==> src/rtl/ahb_gpio_multi.sv <==
// AHB-Lite GPIO slave: NCH channels of W bits with out/dir/in registers.
// Optional per-bit rising-edge interrupts are enabled by defining GPIO_IRQ_EN.
module ahb_gpio_multi #(
    parameter int unsigned NCH         = 4,
    parameter int unsigned W           = 16,
    parameter int unsigned SYNC_STAGES = 2
) (
    input  logic                HCLK,
    input  logic                HRESETn,
    input  logic                HSEL,
    input  logic                HREADY,
    input  logic [31:0]         HADDR,
    input  logic [1:0]          HTRANS,
    input  logic                HWRITE,
    input  logic [2:0]          HSIZE,
    input  logic [31:0]         HWDATA,
    output logic [31:0]         HRDATA,
    output logic                HREADYOUT,
    input  logic [NCH*W-1:0]    gpio_in,
    output logic [NCH*W-1:0]    gpio_out,
    output logic [NCH*W-1:0]    gpio_oe,
    output logic                irq
);

    localparam int unsigned NW      = NCH * W;
    localparam logic [2:0]  OFF_OUT = 3'd0;
    localparam logic [2:0]  OFF_IN  = 3'd1;
    localparam logic [2:0]  OFF_DIR = 3'd2;
    localparam logic [2:0]  OFF_IEN = 3'd3;
    localparam logic [2:0]  OFF_IST = 3'd4;

    logic           r_valid;
    logic           r_write;
    logic [2:0]     r_size;
    logic [7:0]     r_addr;
    logic           w_accept;
    logic [2:0]     w_ch;
    logic [2:0]     w_off;
    logic           w_wr;
    logic           w_rd;
    logic [3:0]     w_lane;
    logic [31:0]    w_mask32;
    logic [W-1:0]   w_mask;
    logic [W-1:0]   w_wdata;
    logic [NCH-1:0] w_hit;
    logic [31:0]    w_rdata;
    logic [NW-1:0]  r_out;
    logic [NW-1:0]  r_dir;
    logic [NW-1:0]  r_sync [SYNC_STAGES];
    logic [NW-1:0]  w_pin;
    logic [NW-1:0]  w_ien_rd;
    logic [NW-1:0]  w_ist_rd;
    logic           w_unused;

    assign w_accept = HSEL & HTRANS[1] & HREADY;

    // Address-phase capture; held while HREADY is low
    always_ff @(posedge HCLK or negedge HRESETn) begin
        if (!HRESETn) begin
            r_valid <= 1'b0;
            r_write <= 1'b0;
            r_size  <= 3'd0;
            r_addr  <= 8'd0;
        end else if (HREADY) begin
            r_valid <= w_accept;
            if (w_accept) begin
                r_write <= HWRITE;
                r_size  <= HSIZE;
                r_addr  <= HADDR[7:0];
            end
        end
    end

    assign w_ch  = r_addr[7:5];
    assign w_off = r_addr[4:2];
    assign w_wr  = r_valid & r_write & HREADY;
    assign w_rd  = r_valid & ~r_write;

    // Byte-lane enables; any size above a word behaves as a word
    always_comb begin
        w_lane = 4'b1111;
        case (r_size)
            3'b000:  w_lane = 4'b0001 << r_addr[1:0];
            3'b001:  w_lane = r_addr[1] ? 4'b1100 : 4'b0011;
            default: w_lane = 4'b1111;
        endcase
    end

    assign w_mask32 = {{8{w_lane[3]}}, {8{w_lane[2]}}, {8{w_lane[1]}}, {8{w_lane[0]}}};
    assign w_mask   = w_mask32[W-1:0];
    assign w_wdata  = HWDATA[W-1:0];

    always_comb begin
        w_hit = '0;
        for (int unsigned c = 0; c < NCH; c++) begin
            w_hit[c] = w_wr && (w_ch == 3'(c));
        end
    end

    always_ff @(posedge HCLK or negedge HRESETn) begin
        if (!HRESETn) begin
            r_out <= '0;
            r_dir <= '0;
        end else begin
            for (int unsigned c = 0; c < NCH; c++) begin
                if (w_hit[c] && w_off == OFF_OUT)
                    r_out[c*W +: W] <= (r_out[c*W +: W] & ~w_mask) | (w_wdata & w_mask);
                if (w_hit[c] && w_off == OFF_DIR)
                    r_dir[c*W +: W] <= (r_dir[c*W +: W] & ~w_mask) | (w_wdata & w_mask);
            end
        end
    end

    // Input synchroniser chain
    always_ff @(posedge HCLK or negedge HRESETn) begin
        if (!HRESETn) begin
            for (int unsigned i = 0; i < SYNC_STAGES; i++) r_sync[i] <= '0;
        end else begin
            r_sync[0] <= gpio_in;
            for (int unsigned i = 1; i < SYNC_STAGES; i++) r_sync[i] <= r_sync[i-1];
        end
    end

    assign w_pin = r_sync[SYNC_STAGES-1];

`ifdef GPIO_IRQ_EN
    logic [NW-1:0] r_ien;
    logic [NW-1:0] r_ist;
    logic [NW-1:0] r_dly;
    logic          r_irq;
    logic [NW-1:0] w_rise;
    logic [NW-1:0] w_clr;
    logic [NW-1:0] w_ien_nxt;

    assign w_rise = w_pin & ~r_dly;

    always_comb begin
        w_clr     = '0;
        w_ien_nxt = r_ien;
        for (int unsigned c = 0; c < NCH; c++) begin
            if (w_hit[c] && w_off == OFF_IST)
                w_clr[c*W +: W] = w_wdata & w_mask;
            if (w_hit[c] && w_off == OFF_IEN)
                w_ien_nxt[c*W +: W] = (r_ien[c*W +: W] & ~w_mask) | (w_wdata & w_mask);
        end
    end

    // Set has priority over a same-cycle W1C
    always_ff @(posedge HCLK or negedge HRESETn) begin
        if (!HRESETn) begin
            r_ien <= '0;
            r_ist <= '0;
            r_dly <= '0;
            r_irq <= 1'b0;
        end else begin
            r_dly <= w_pin;
            r_ien <= w_ien_nxt;
            r_ist <= (r_ist & ~w_clr) | (w_rise & r_ien);
            r_irq <= |(r_ist & r_ien);
        end
    end

    assign w_ien_rd = r_ien;
    assign w_ist_rd = r_ist;
    assign irq      = r_irq;
`else
    assign w_ien_rd = '0;
    assign w_ist_rd = '0;
    assign irq      = 1'b0;
`endif

    // Data-phase read mux, zero-extended to a full word
    always_comb begin
        w_rdata = 32'd0;
        if (w_rd) begin
            for (int unsigned c = 0; c < NCH; c++) begin
                if (w_ch == 3'(c)) begin
                    case (w_off)
                        OFF_OUT: w_rdata = 32'(r_out[c*W +: W]);
                        OFF_IN:  w_rdata = 32'(w_pin[c*W +: W]);
                        OFF_DIR: w_rdata = 32'(r_dir[c*W +: W]);
                        OFF_IEN: w_rdata = 32'(w_ien_rd[c*W +: W]);
                        OFF_IST: w_rdata = 32'(w_ist_rd[c*W +: W]);
                        default: w_rdata = 32'd0;
                    endcase
                end
            end
        end
    end

    assign HRDATA    = w_rdata;
    assign HREADYOUT = 1'b1;
    assign gpio_out  = r_out;
    assign gpio_oe   = r_dir;

    assign w_unused = ^{HADDR[31:8], HTRANS[0], HWDATA, w_mask32};

endmodule

==> config.mk <==
export PLATFORM = sky130hd
export DESIGN_NAME = ahb_gpio_multi
export DESIGN_NICKNAME = d
export VERILOG_FILES = /design/src/rtl/ahb_gpio_multi.sv
export SDC_FILE = /design/constraint.sdc
export NUM_CORES = 1
export LEC_CHECK = 0
export BUFFER_PORTS_ARGS = -buffer_cell sky130_fd_sc_hd__buf_2
export CAP_MARGIN = 20
export CORE_UTILIZATION = 47
export DETAILED_ROUTE_END_ITERATION = 16
export PLACE_DENSITY = 0.82
export SLEW_MARGIN = 10
export SYNTH_ARGS = -nofsm -noshare
export SYNTH_HDL_FRONTEND = slang
export SYNTH_SLANG_ARGS = --single-unit
==> constraint.sdc <==
create_clock -name HCLK -period 1.9 [get_ports HCLK]
set_clock_uncertainty 0.2 [all_clocks]
set_input_delay 0.19 -clock HCLK [delete_from_list [all_inputs] [get_ports HCLK]]
set_output_delay 0.19 -clock HCLK [all_outputs]
set_load 0.01 [all_outputs]
# Word-level counts from Yosys, hierarchy flattened

Index checks and enable logic that the tools add are counted.

Latch bits: 0
Memory bits (writable): 0
ROM bits: 0
Logic and storage cells: 72
Memories: 0
Register bits after elaboration: 269
Output and inout port bits: 162

$mul: 0
Reductions and logical operators: 16
Order comparisons: 0
Shifts and indexed selects: 1
Div/mod/pow operators: 0
$add $sub $neg: 0
Mux-type cells: 11
Bitwise operators: 24
Equal/unequal tests: 6

Operator list:

| operator              | number |
|---|---|
| $pmux W16 S3          | 4 |
| $and A16 B16 Y16      | 9 |
| $mux W32              | 4 |
| $or A16 B16 Y16       | 8 |
| $mux W16              | 1 |
| $not A16 Y16          | 1 |
| $logic_and A1 B1 Y1   | 12 |
| $eq A3 B1 Y1 const B  | 3 |
| $eq A3 B2 Y1 const B  | 3 |
| $logic_not A3 Y1      | 3 |
| $and A1 B1 Y1         | 5 |
| $pmux W2 S2           | 1 |
| $mux W2               | 1 |
| $reduce_and A2 Y1     | 1 |
| $shl A1 B2 Y2 const A | 1 |
| $not A1 Y1            | 1 |

# Depth between registers and ports, before layout

Gate-level depths: netlist (run 1).

Depth after elaboration: 7
Depth in mapped cells: 7

# Worst setup path after synthesis (run 1)

Ideal clock, no wire load.

Kind: register to output
From: reg r_addr[2]
To: out HRDATA[11]
Path buffers: 2
Path slack: -0.077 ns
Stages on the path, launching flop included: 7
Required time: 1.510 ns
Data arrival time: 1.587 ns
Cell sequence: dfrtp_1 -> buf_2 -> nor3_2 -> clkbuf_1 -> a21oi_1 -> o21ai_0 -> o2111a_1

Word-level cells in the longest chain between the ends: 7

RTL lines:

| element                              | RTL line | RTL |
|---|---|---|
| from (decl)                          | 35       | `logic [7:0] r_addr;` |
| from (signal assigned)               | 69       | `r_addr <= HADDR[7:0];` |
| $eq A3 B2 Y1 (tied with other cells) | 178      | `case (w_off)` |
| $pmux W16 S3                         | 178      |  |
| $mux W16                             | 177      | `if (w_ch == 3'(c)) begin` |
| $mux W32 (2 in series)               | 177      |  |
| $mux W32 *                           | 177      |  |
| $mux W32 *                           | 175      | `if (w_rd) begin` |
| to (decl)                            | 17       | `output logic [31:0] HRDATA,` |

Every way passes the cells marked *; elsewhere a longest branch is shown, timed or not.

# Worst setup path in the final report (run 1)

From: reg r_addr[2]
To: out HRDATA[0]

Same word-level chain as after synthesis.

==> results of run 1 <==
## report_power, final
group	total (mW)	internal (mW)	switching [mW]
clock	5.59	3.30	2.29
sequential	6.40	6.10	0.301
combinational	3.10	1.49	1.60
total	15.1	10.9	4.20
## cell families after synthesis
group,share of synthesized area [%]
mux,19.0
other cells,0.0712
flops,63.8
buf+inv,3.14
simple gates,3.52
compound gates,10.4
## worst max-delay path, delay by kind of cell, from the launching register on
family                 cells  cell delay (ps)
AO/OA/AOI/OAI              2              620
buffers and inverters      5              790
flip-flops                 1              480
## timing repair
item	in CTS	in global routing
resized for setup	123	34
hold endpoints to repair	474	26
cloned	1	2
hold buffers	100	2
pin swaps	18	10
setup buffers	11	17
endpoints found under the setup margin	144	161
## cell type report
cell class	count	area share, %
Clock inverter	7	0.711
Tap cell	280	2.26
Clock buffer	40	5.34
Multi-Input combinational cell	404	26.1
Inverter	4	0.113
Sequential cell	269	43.5
Timing Repair Buffer	431	22.0
## metrics by stage
stage / total power [mW] / cells / setup slack [ps] / TNS, ps / area (sq um)
2_1_floorplan: 7.62 / 734 / -16.0 / -443 / 10600
3_3_place_gp: 8.74 / 1262 / -272 / -14760 / 12700
3_5_place_dp: 8.80 / 1262 / -301 / -19430 / 12700
4_1_cts: 14.8 / 1420 / -790 / -24630 / 15200
5_1_grt: 15.6 / 1435 / -1000 / -45260 / 15500
6_report: 15.1 / 1435 / -921 / -43600 / 15500
## path summary, 6_finish.rpt
| kind | to | slack (ps) | depth (start not counted) |
|---|---|---|---|
| max | HRDATA[0] | -920 | 7 |
| min | r_valid$_DFFE_PN0P_ | 50 | 4 |
| max reg2reg | register | -370 | 7 |
| min reg2reg | w_pin[52]$_DFF_PN0_ | 140 | 0 |
| max in group asynchronous | w_pin[9]$_DFF_PN0_ | 520 | 3 |
| min in group asynchronous | w_pin[62]$_DFF_PN0_ | 110 | 3 |
## routing by layer
metal  global-route usage, %  part of all wire, %  wire length [microns]  vias to the layer above
met2                    47.2                   48                  16800                      438
met1                    37.7                   40                  13900                     4266
met4                    11.7                  4.1                   1440                        0
li1                        -                    -                      -                     3452
met5                       0                    0                      0                        -
met3                    6.90                  7.9                   2770                      102
## cell usage in the layout (no fill, tap or decap), drive strengths merged, types with 2 or more instances in the layout
cell | netlist | layout
a21oi | 40 | 40
a221o | 2 | 2
a221oi | 14 | 14
a22oi | 39 | 39
a31oi | 5 | 5
and2 | 2 | 2
and3b | 2 | 2
buf | 40 | 328
bufinv | 0 | 2
clkbuf | 17 | 42
clkinv | 0 | 3
conb | 2 | 18
dfrtp | 269 | 269
dlygate4sd3 | 0 | 99
dlymetal6s4s | 0 | 2
inv | 4 | 6
mux2 | 172 | 172
mux2i | 7 | 7
nand2 | 4 | 4
nand2b | 3 | 3
nand3 | 11 | 11
nand3b | 3 | 3
nor2 | 12 | 12
nor2b | 4 | 4
nor3 | 5 | 5
o2111a | 14 | 14
o21ai | 33 | 33
o311ai | 2 | 2
or3 | 2 | 2
or3b | 2 | 2
==> results.json, run 1 <==
{
  "clock_insertion_delay_worst_skew_ps": 550,
  "power-per-cell-area_nw_per_um2": 974,
  "dp_hpwl_mm": 20.5,
  "worstMarginPinSlew_ps": 838,
  "cp-startpoint": "r_addr[2]$_DFFE_PN0P_",
  "min_period_ps": 2820,
  "place.gp.congestion": 0.876,
  "vias": 8258,
  "violations": "setup timing",
  "drtPass1Iterations": 5,
  "cp_cell_sequence": "buf_6, clkbuf_16, a2111oi_4, buf_4, buf_12, o2111a_1, buf_2",
  "rows": 54,
  "die_area_sq_um": 23100,
  "rsz0062_at_grt": "true",
  "yosys.cell_types.count": 43,
  "crit_arrival_ps": 2430,
  "ys_warn_count": 0,
  "fillers": 1356,
  "drc": 0,
  "grt_usage_pct": 29.1,
  "required_ps": 1510,
  "seqCellArea_sq_um": 6740,
  "floorplan.core_area_sq_um": 21900,
  "drive_gt1_share_pct": 51.6,
  "wl_per_cell_microns": 24.3,
  "fin_ws_ps": -921,
  "antenna_found_initial": 0,
  "grt_pass1_wl_mm": 51.5,
  "drtIter0Drc": 562,
  "post-route-util_pct": 70.7,
  "port_buffers": 240,
  "syn_area_sq_um": 10600,
  "die_w_microns": 152,
  "hold_class": "primary input to register",
  "crit_path_end_kind": "output pin",
  "htree_num_levels": 1,
  "yosysMostFrequentCell": "dfrtp_1",
  "netlist.area_leader.share_pct": 63.8,
  "start_util_pct": 48.2,
  "fp.dieH_microns": 152,
  "timing.rr.start": "r_addr[2]$_DFFE_PN0P_",
  "grt_overflow": 0,
  "area_delta_synth_final_pct": 46.8,
  "io_pins": 300,
  "path_clk_slew_ps": 60,
  "slowest_delay_ps": 480,
  "diodes": 0,
  "timing_worst_setup_path_type": "register to output pin",
  "finalSetupViolCount": 144,
  "yosys.area.top_type": "dfrtp_1",
  "maxCapViolCount": 0,
  "leakage_nw": 7.63,
  "clkSinkCount": 269,
  "yosys-top-cells-area": "dfrtp_1 (64%), mux2_2 (18%), a22oi_1 (2.8%)",
  "hp-start": "HSEL",
  "nNetsFinal": 1277,
  "grt_pass1_vias": 8550,
  "ctsLongestPathBuffers": 3,
  "cp_max_fo": 8,
  "cp_slowest_cell": "dfrtp_2",
  "synthCells": 718,
  "drt-vias-per-instance": 5.75,
  "yosysSeqAreaShare_pct": 63.8,
  "max_freq_mhz": 355,
  "syn_avg_cell_area_sq_um": 14.7,
  "grt_max_degree": 41,
  "finalWirelength_mm": 34.9,
  "async_flop_share_pct": 100,
  "drv_slew": 0,
  "hold_viol_final": 0,
  "slew_headroom_pct": 44.2,
  "synth.top_cells.by_count": "dfrtp_1 (269), mux2_2 (169), a21oi_1 (40), a22oi_1 (39), o21ai_0 (32)",
  "status": "finished, violations left",
  "ys.flop_type": "dfrtp_1",
  "cts_made_buffers": 29,
  "multiInputGateArea_sq_um": 4040,
  "start_kind": "register",
  "cts_root_buf": "clkbuf_16",
  "hold_ws_ps": 50.4,
  "fin_crit_sh_pct": 148,
  "postRouteAntennaNets": 0,
  "ys_seq_elements": 269,
  "cts_tree": "done",
  "ir_drop_mv": 0.834,
  "synth_edf_count": 0
}
Note: power is estimated with default switching activity, not from simulation.
==> run 2, diff against run 1 <==
--- a/constraint.sdc
+++ b/constraint.sdc
@@ -3,3 +3,3 @@
 set_input_delay 0.19 -clock HCLK [delete_from_list [all_inputs] [get_ports HCLK]]
 set_output_delay 0.19 -clock HCLK [all_outputs]
-set_load 0.01 [all_outputs]
+set_load 0.02 [all_outputs]
==> run 2 against run 1 <==
Net effect:
- non-clock buffer count down 16
- critical endpoint is now HRDATA[12]
- die area unchanged
- via count shrank 3.4%
- the run still ends with setup timing left
- sequential cell count is the same
- critical path depth unchanged
==> results.json, run 2 (synthesis gave the netlist of run 1 again) <==
{
  "start_kind": "register",
  "die_w_microns": 152,
  "status": "finished, violations left",
  "cp_slowest_cell": "dfrtp_2",
  "layout.cells.most_common": "dfrtp_1",
  "ctsLongestPathBuffers": 3,
  "tns_ps": -30430,
  "placed_area_sq_um": 12600,
  "postRouteAntennaNets": 0,
  "cts_made_buffers": 28,
  "min_period_ps": 2750,
  "fin_crit_sh_pct": 145,
  "fin_ws_ps": -853,
  "drt-vias-per-instance": 5.61,
  "power-per-cell-area_nw_per_um2": 987,
  "grt_max_degree": 64,
  "slew_headroom_pct": 55.5,
  "place_ws_ps": -352,
  "cp_max_fo": 14,
  "ir_drop_mv": 0.709,
  "layout_common_cells": "dfrtp_1 (265), buf_2 (227), mux2_2 (98), dlygate4sd3_1 (94), mux2_4 (74)",
  "grt_pass1_vias": 8503,
  "io_pins": 300,
  "fin_cells": 1423,
  "start_util_pct": 48.2,
  "path_clk_slew_ps": 60,
  "drv_slew": 0,
  "fp.dieH_microns": 152,
  "finalSetupViolCount": 144,
  "rows": 54,
  "hold_viol_final": 0,
  "grt_overflow": 0,
  "final_cell_area_sq_um": 15500,
  "max_freq_mhz": 363,
  "hold_ws_ps": 60.3,
  "rsz0062_at_grt": "true",
  "place.gp.congestion": 0.880,
  "nNetsFinal": 1260,
  "finalWirelength_mm": 32.6,
  "die_area_sq_um": 23100,
  "drc": 0,
  "timing_worst_setup_path_type": "register to output pin",
  "drtPass1Iterations": 5,
  "worstMarginPinSlew_ps": 666,
  "floorplan.core_area_sq_um": 21900,
  "post-route-util_pct": 70.6,
  "dp_cells": 1262,
  "clock_insertion_delay_worst_skew_ps": 530,
  "vias": 7978,
  "violations": "setup timing",
  "crit_path_end_kind": "output pin",
  "grt_pass1_wl_mm": 49.5,
  "slowest_delay_ps": 480,
  "cp_cell_sequence": "buf_12, buf_4, mux2_4, a221oi_2, a21oi_2, o2111a_2, buf_6",
  "antenna_found_initial": 1,
  "drive_gt1_share_pct": 53.9,
  "cts_tree": "done",
  "cts_root_buf": "clkbuf_16",
  "hold_class": "primary input to asynchronous set/reset pin",
  "dp_hpwl_mm": 20.0,
  "clkSinkCount": 269,
  "port_buffers": 240,
  "wl_per_cell_microns": 22.9,
  "htree_num_levels": 1,
  "grt_usage_pct": 27.8,
  "area_delta_synth_final_pct": 46.4,
  "maxCapViolCount": 0,
  "crit_arrival_ps": 2360,
  "required_ps": 1510,
  "finalPower_mw": 15.3,
  "drtIter0Drc": 501,
  "leakage_nw": 7.55
}
==> run 2: cell count changes in the layout (fill, tap and decap cells not counted), moves of 4 or more <==
cell / before / now
o2111a_2: 0 / 14
buf_6: 11 / 20
buf_2: 237 / 227
buf_12: 31 / 22
dlygate4sd3_1: 99 / 94
a21oi_2: 0 / 5
a21oi_1: 40 / 35
o2111a_1: 14 / 0
buf_8: 3 / 7
o21ai_0: 14 / 19
clkinv_2: 2 / 6
o21ai_1: 16 / 11
==> run 2: worst max-delay path, delay by kind of cell (launching register included) <==
family | cells | cell delay [ps]
muxes | 1 | 290
buffers and inverters | 3 | 460
AOI/OAI and AO/OA | 3 | 600
DFF | 1 | 480
==> run 2: path summary, 6_finish.rpt <==
check                      slack, ps                         end                   from  cells past startpoint
setup / recovery                -850                  HRDATA[12]  r_addr[2]$_DFFE_PN0P_                      7
hold / removal                    60       r_sync[125]$_DFF_PN0_                HRESETn                      3
setup reg to reg                -210                    register  r_addr[2]$_DFFE_PN0P_                      5
hold reg to reg                  140          w_pin[2]$_DFF_PN0_   r_sync[66]$_DFF_PN0_                      0
max in group asynchronous       1090  asynchronous set/reset pin                HRESETn                      3
min in group HCLK                 90       r_sync[107]$_DFF_PN0_            gpio_in[43]                      2
==> run 2: area by class of cell <==
| type | instances | area [sq um] |
|---|---|---|
| antenna | 1 | 2.50 |
| clock buffer | 39 | 823 |
| fill | 1414 | 6440 |
| clock inverter | 11 | 159 |
| timing repair buffer | 415 | 3230 |
| sequential | 269 | 6740 |
| multi-input combinational | 404 | 4140 |
| inverter | 4 | 15.0 |
| tap | 280 | 350 |
==> run 2: what timing repair did <==
item,CTS,global route
gates cloned,2,0
hold buffers,95,0
pin swaps,17,13
resized for setup,128,55
buffers inserted,6,7
endpoints found under the hold margin,474,0
endpoints found under the setup margin,144,144
==> run 2: where the power goes <==
| group | internal, mW | switching (mW) |
|---|---|---|
| registers | 6.10 | 0.299 |
| logic | 1.38 | 1.70 |
| clock network | 3.55 | 2.23 |
==> run 2: per-layer routing <==
metal  up-vias  global-route usage, %  share of wire, %
li1       3416                      -                 -
met1      4109                   36.3                40
met2       358                   45.6                49
met3        95                   5.33               6.4
met4         0                   11.5               3.7
met5         -                      0                 0
==> run 3, diff against run 2 <==
Settings changed: CORE_UTILIZATION 47 to 50, PLACE_DENSITY 0.82 to 0.83.
Clock period 1.9 ns to 3 ns, I/O delays scaled along.
==> run 3 against run 2 <==
Net effect:
- largest power group unchanged
- utilization down 1.5 points
- global-route usage rose by 0.16 points
- combinational power is 49% lower
- the run now ends clean
==> results.json, run 3 (synthesis gave the netlist of run 1 again) <==
{
  "cp_max_fo": 24,
  "drv_slew": 0,
  "grt_pass1_wl_mm": 46.4,
  "drt-vias-per-instance": 5.59,
  "cts_made_buffers": 28,
  "wl_per_cell_microns": 22.0,
  "clkSinkCount": 269,
  "diodes": 0,
  "finalWirelength_mm": 30.0,
  "crit_arrival_ps": 2410,
  "postRouteAntennaNets": 0,
  "rsz0062_at_grt": "true",
  "hold_viol_final": 0,
  "cts_root_buf": "clkbuf_16",
  "layout.cells.most_common": "dfrtp_1",
  "maxCapViolCount": 0,
  "required_ps": 2500,
  "min_period_ps": 2910,
  "drc": 0,
  "drtPass1Iterations": 5,
  "place.gp.congestion": 0.915,
  "worstMarginPinSlew_ps": 771,
  "io_pins": 300,
  "power-per-cell-area_nw_per_um2": 656,
  "nNetsFinal": 1210,
  "port_buffers": 240,
  "drive_gt1_share_pct": 47.3,
  "timing_worst_setup_path_type": "register to output pin",
  "leakage_nw": 7.05,
  "post-route-util_pct": 69.1,
  "start_util_pct": 51.6,
  "antenna_found_initial": 0,
  "grt_usage_pct": 27.9,
  "crit_path_end_kind": "output pin",
  "clock_insertion_delay_worst_skew_ps": 530,
  "floorplan.core_area_sq_um": 20400,
  "start_kind": "register",
  "die_area_sq_um": 21700,
  "grt_pass1_vias": 8133,
  "area_delta_synth_final_pct": 33.8,
  "die_w_microns": 147,
  "htree_num_levels": 1,
  "vias": 7600,
  "finalSetupViolCount": 0,
  "grt_max_degree": 100,
  "max_freq_mhz": 343,
  "fin_crit_sh_pct": 97.1,
  "fp.dieH_microns": 147,
  "path_clk_slew_ps": 60,
  "dp_hpwl_mm": 19.6,
  "slew_headroom_pct": 48.6,
  "grt_overflow": 0,
  "cts_tree": "done",
  "status": "finished, final reports clean",
  "ir_drop_mv": 0.541,
  "layout_common_cells": "dfrtp_1 (267), buf_2 (239), mux2_2 (169), dlygate4sd3_1 (94), a21oi_1 (40)",
  "placed_area_sq_um": 12100,
  "drtIter0Drc": 440,
  "ctsLongestPathBuffers": 3,
  "final_cell_area_sq_um": 14100,
  "hold_class": "register to register",
  "rows": 52
}
==> run 3: cell types whose count changed in the layout (fill, tap and decap cells not counted), sizes merged <==
| cell | before | now |
|---|---|---|
| clkbuf | 39 | 41 |
| clkinv | 7 | 3 |
| diode | 1 | 0 |
| buf | 321 | 271 |
==> run 3: final cells by class <==
class | instances | area [sq um]
clock buffers | 41 | 841
clock inverters | 7 | 135
fillers | 1338 | 6310
inverters | 4 | 15.0
multi-input cells | 404 | 3600
flip-flops and latches | 269 | 6730
well taps | 270 | 338
repair buffers | 365 | 2460
==> run 3: what timing repair did <==
action	4_1_cts	5_1_grt
pin swaps	0	0
hold buffers	94	0
buffers inserted	1	3
endpoints found under the setup margin	14	14
resized for setup	3	8
hold endpoints to repair	298	0
==> run 3: report_power, final <==
| group | total, mW | switching [mW] | leakage [nW] | internal, mW |
|---|---|---|---|---|
| Sequential | 4.04 | 0.179 | 3.42 | 3.86 |
| Clock | 3.65 | 1.38 | 0.482 | 2.26 |
| Combinational | 1.57 | 0.932 | 3.14 | 0.639 |
==> run 3: worst max-delay path: stages, from the launching register on <==
cell and delay (ps):
dfrtp_2 480, buf_12 170, nor2b_4 130, buf_6 260, a22oi_1 140, a21oi_1 280
o2111a_1 240, buf_2 170
==> run 3: path summary, 6_finish.rpt <==
kind                                             from                         end  slack, ps  cells past startpoint
worst max-delay path            r_addr[2]$_DFFE_PN0P_                   HRDATA[0]         90                      7
worst min-delay path             r_sync[97]$_DFF_PN0_         w_pin[33]$_DFF_PN0_        140                      0
worst max register to register  r_addr[2]$_DFFE_PN0P_                    register        460                      5
worst min register to register   r_sync[97]$_DFF_PN0_         w_pin[33]$_DFF_PN0_        140                      0
max in group asynchronous                     HRESETn  asynchronous set/reset pin       1530                      3
min in group asynchronous                     HRESETn  asynchronous set/reset pin        190                      2
==> run 3: routing by layer <==
metal	wire, microns	GRT usage, %	vias up
met5	0	0	-
met4	655	7.01	0
met3	2050	4.88	47
met2	15000	47.2	361
met1	12300	37.5	3874
li1	-	-	3318
==> run 3: metrics by stage <==
step	cells	setup WS (ps)	hold WS [ps]	total power, mW	setup TNS [ps]
2_1_floorplan	734	758	-196	4.91	0
3_3_place_gp	1214	519	133	5.46	0
3_5_place_dp	1214	486	135	5.50	0
4_1_cts	1357	9.36	148	9.24	0
5_1_grt	1360	-7.24	151	9.58	-7.24
6_report	1360	85.8	141	9.26	0
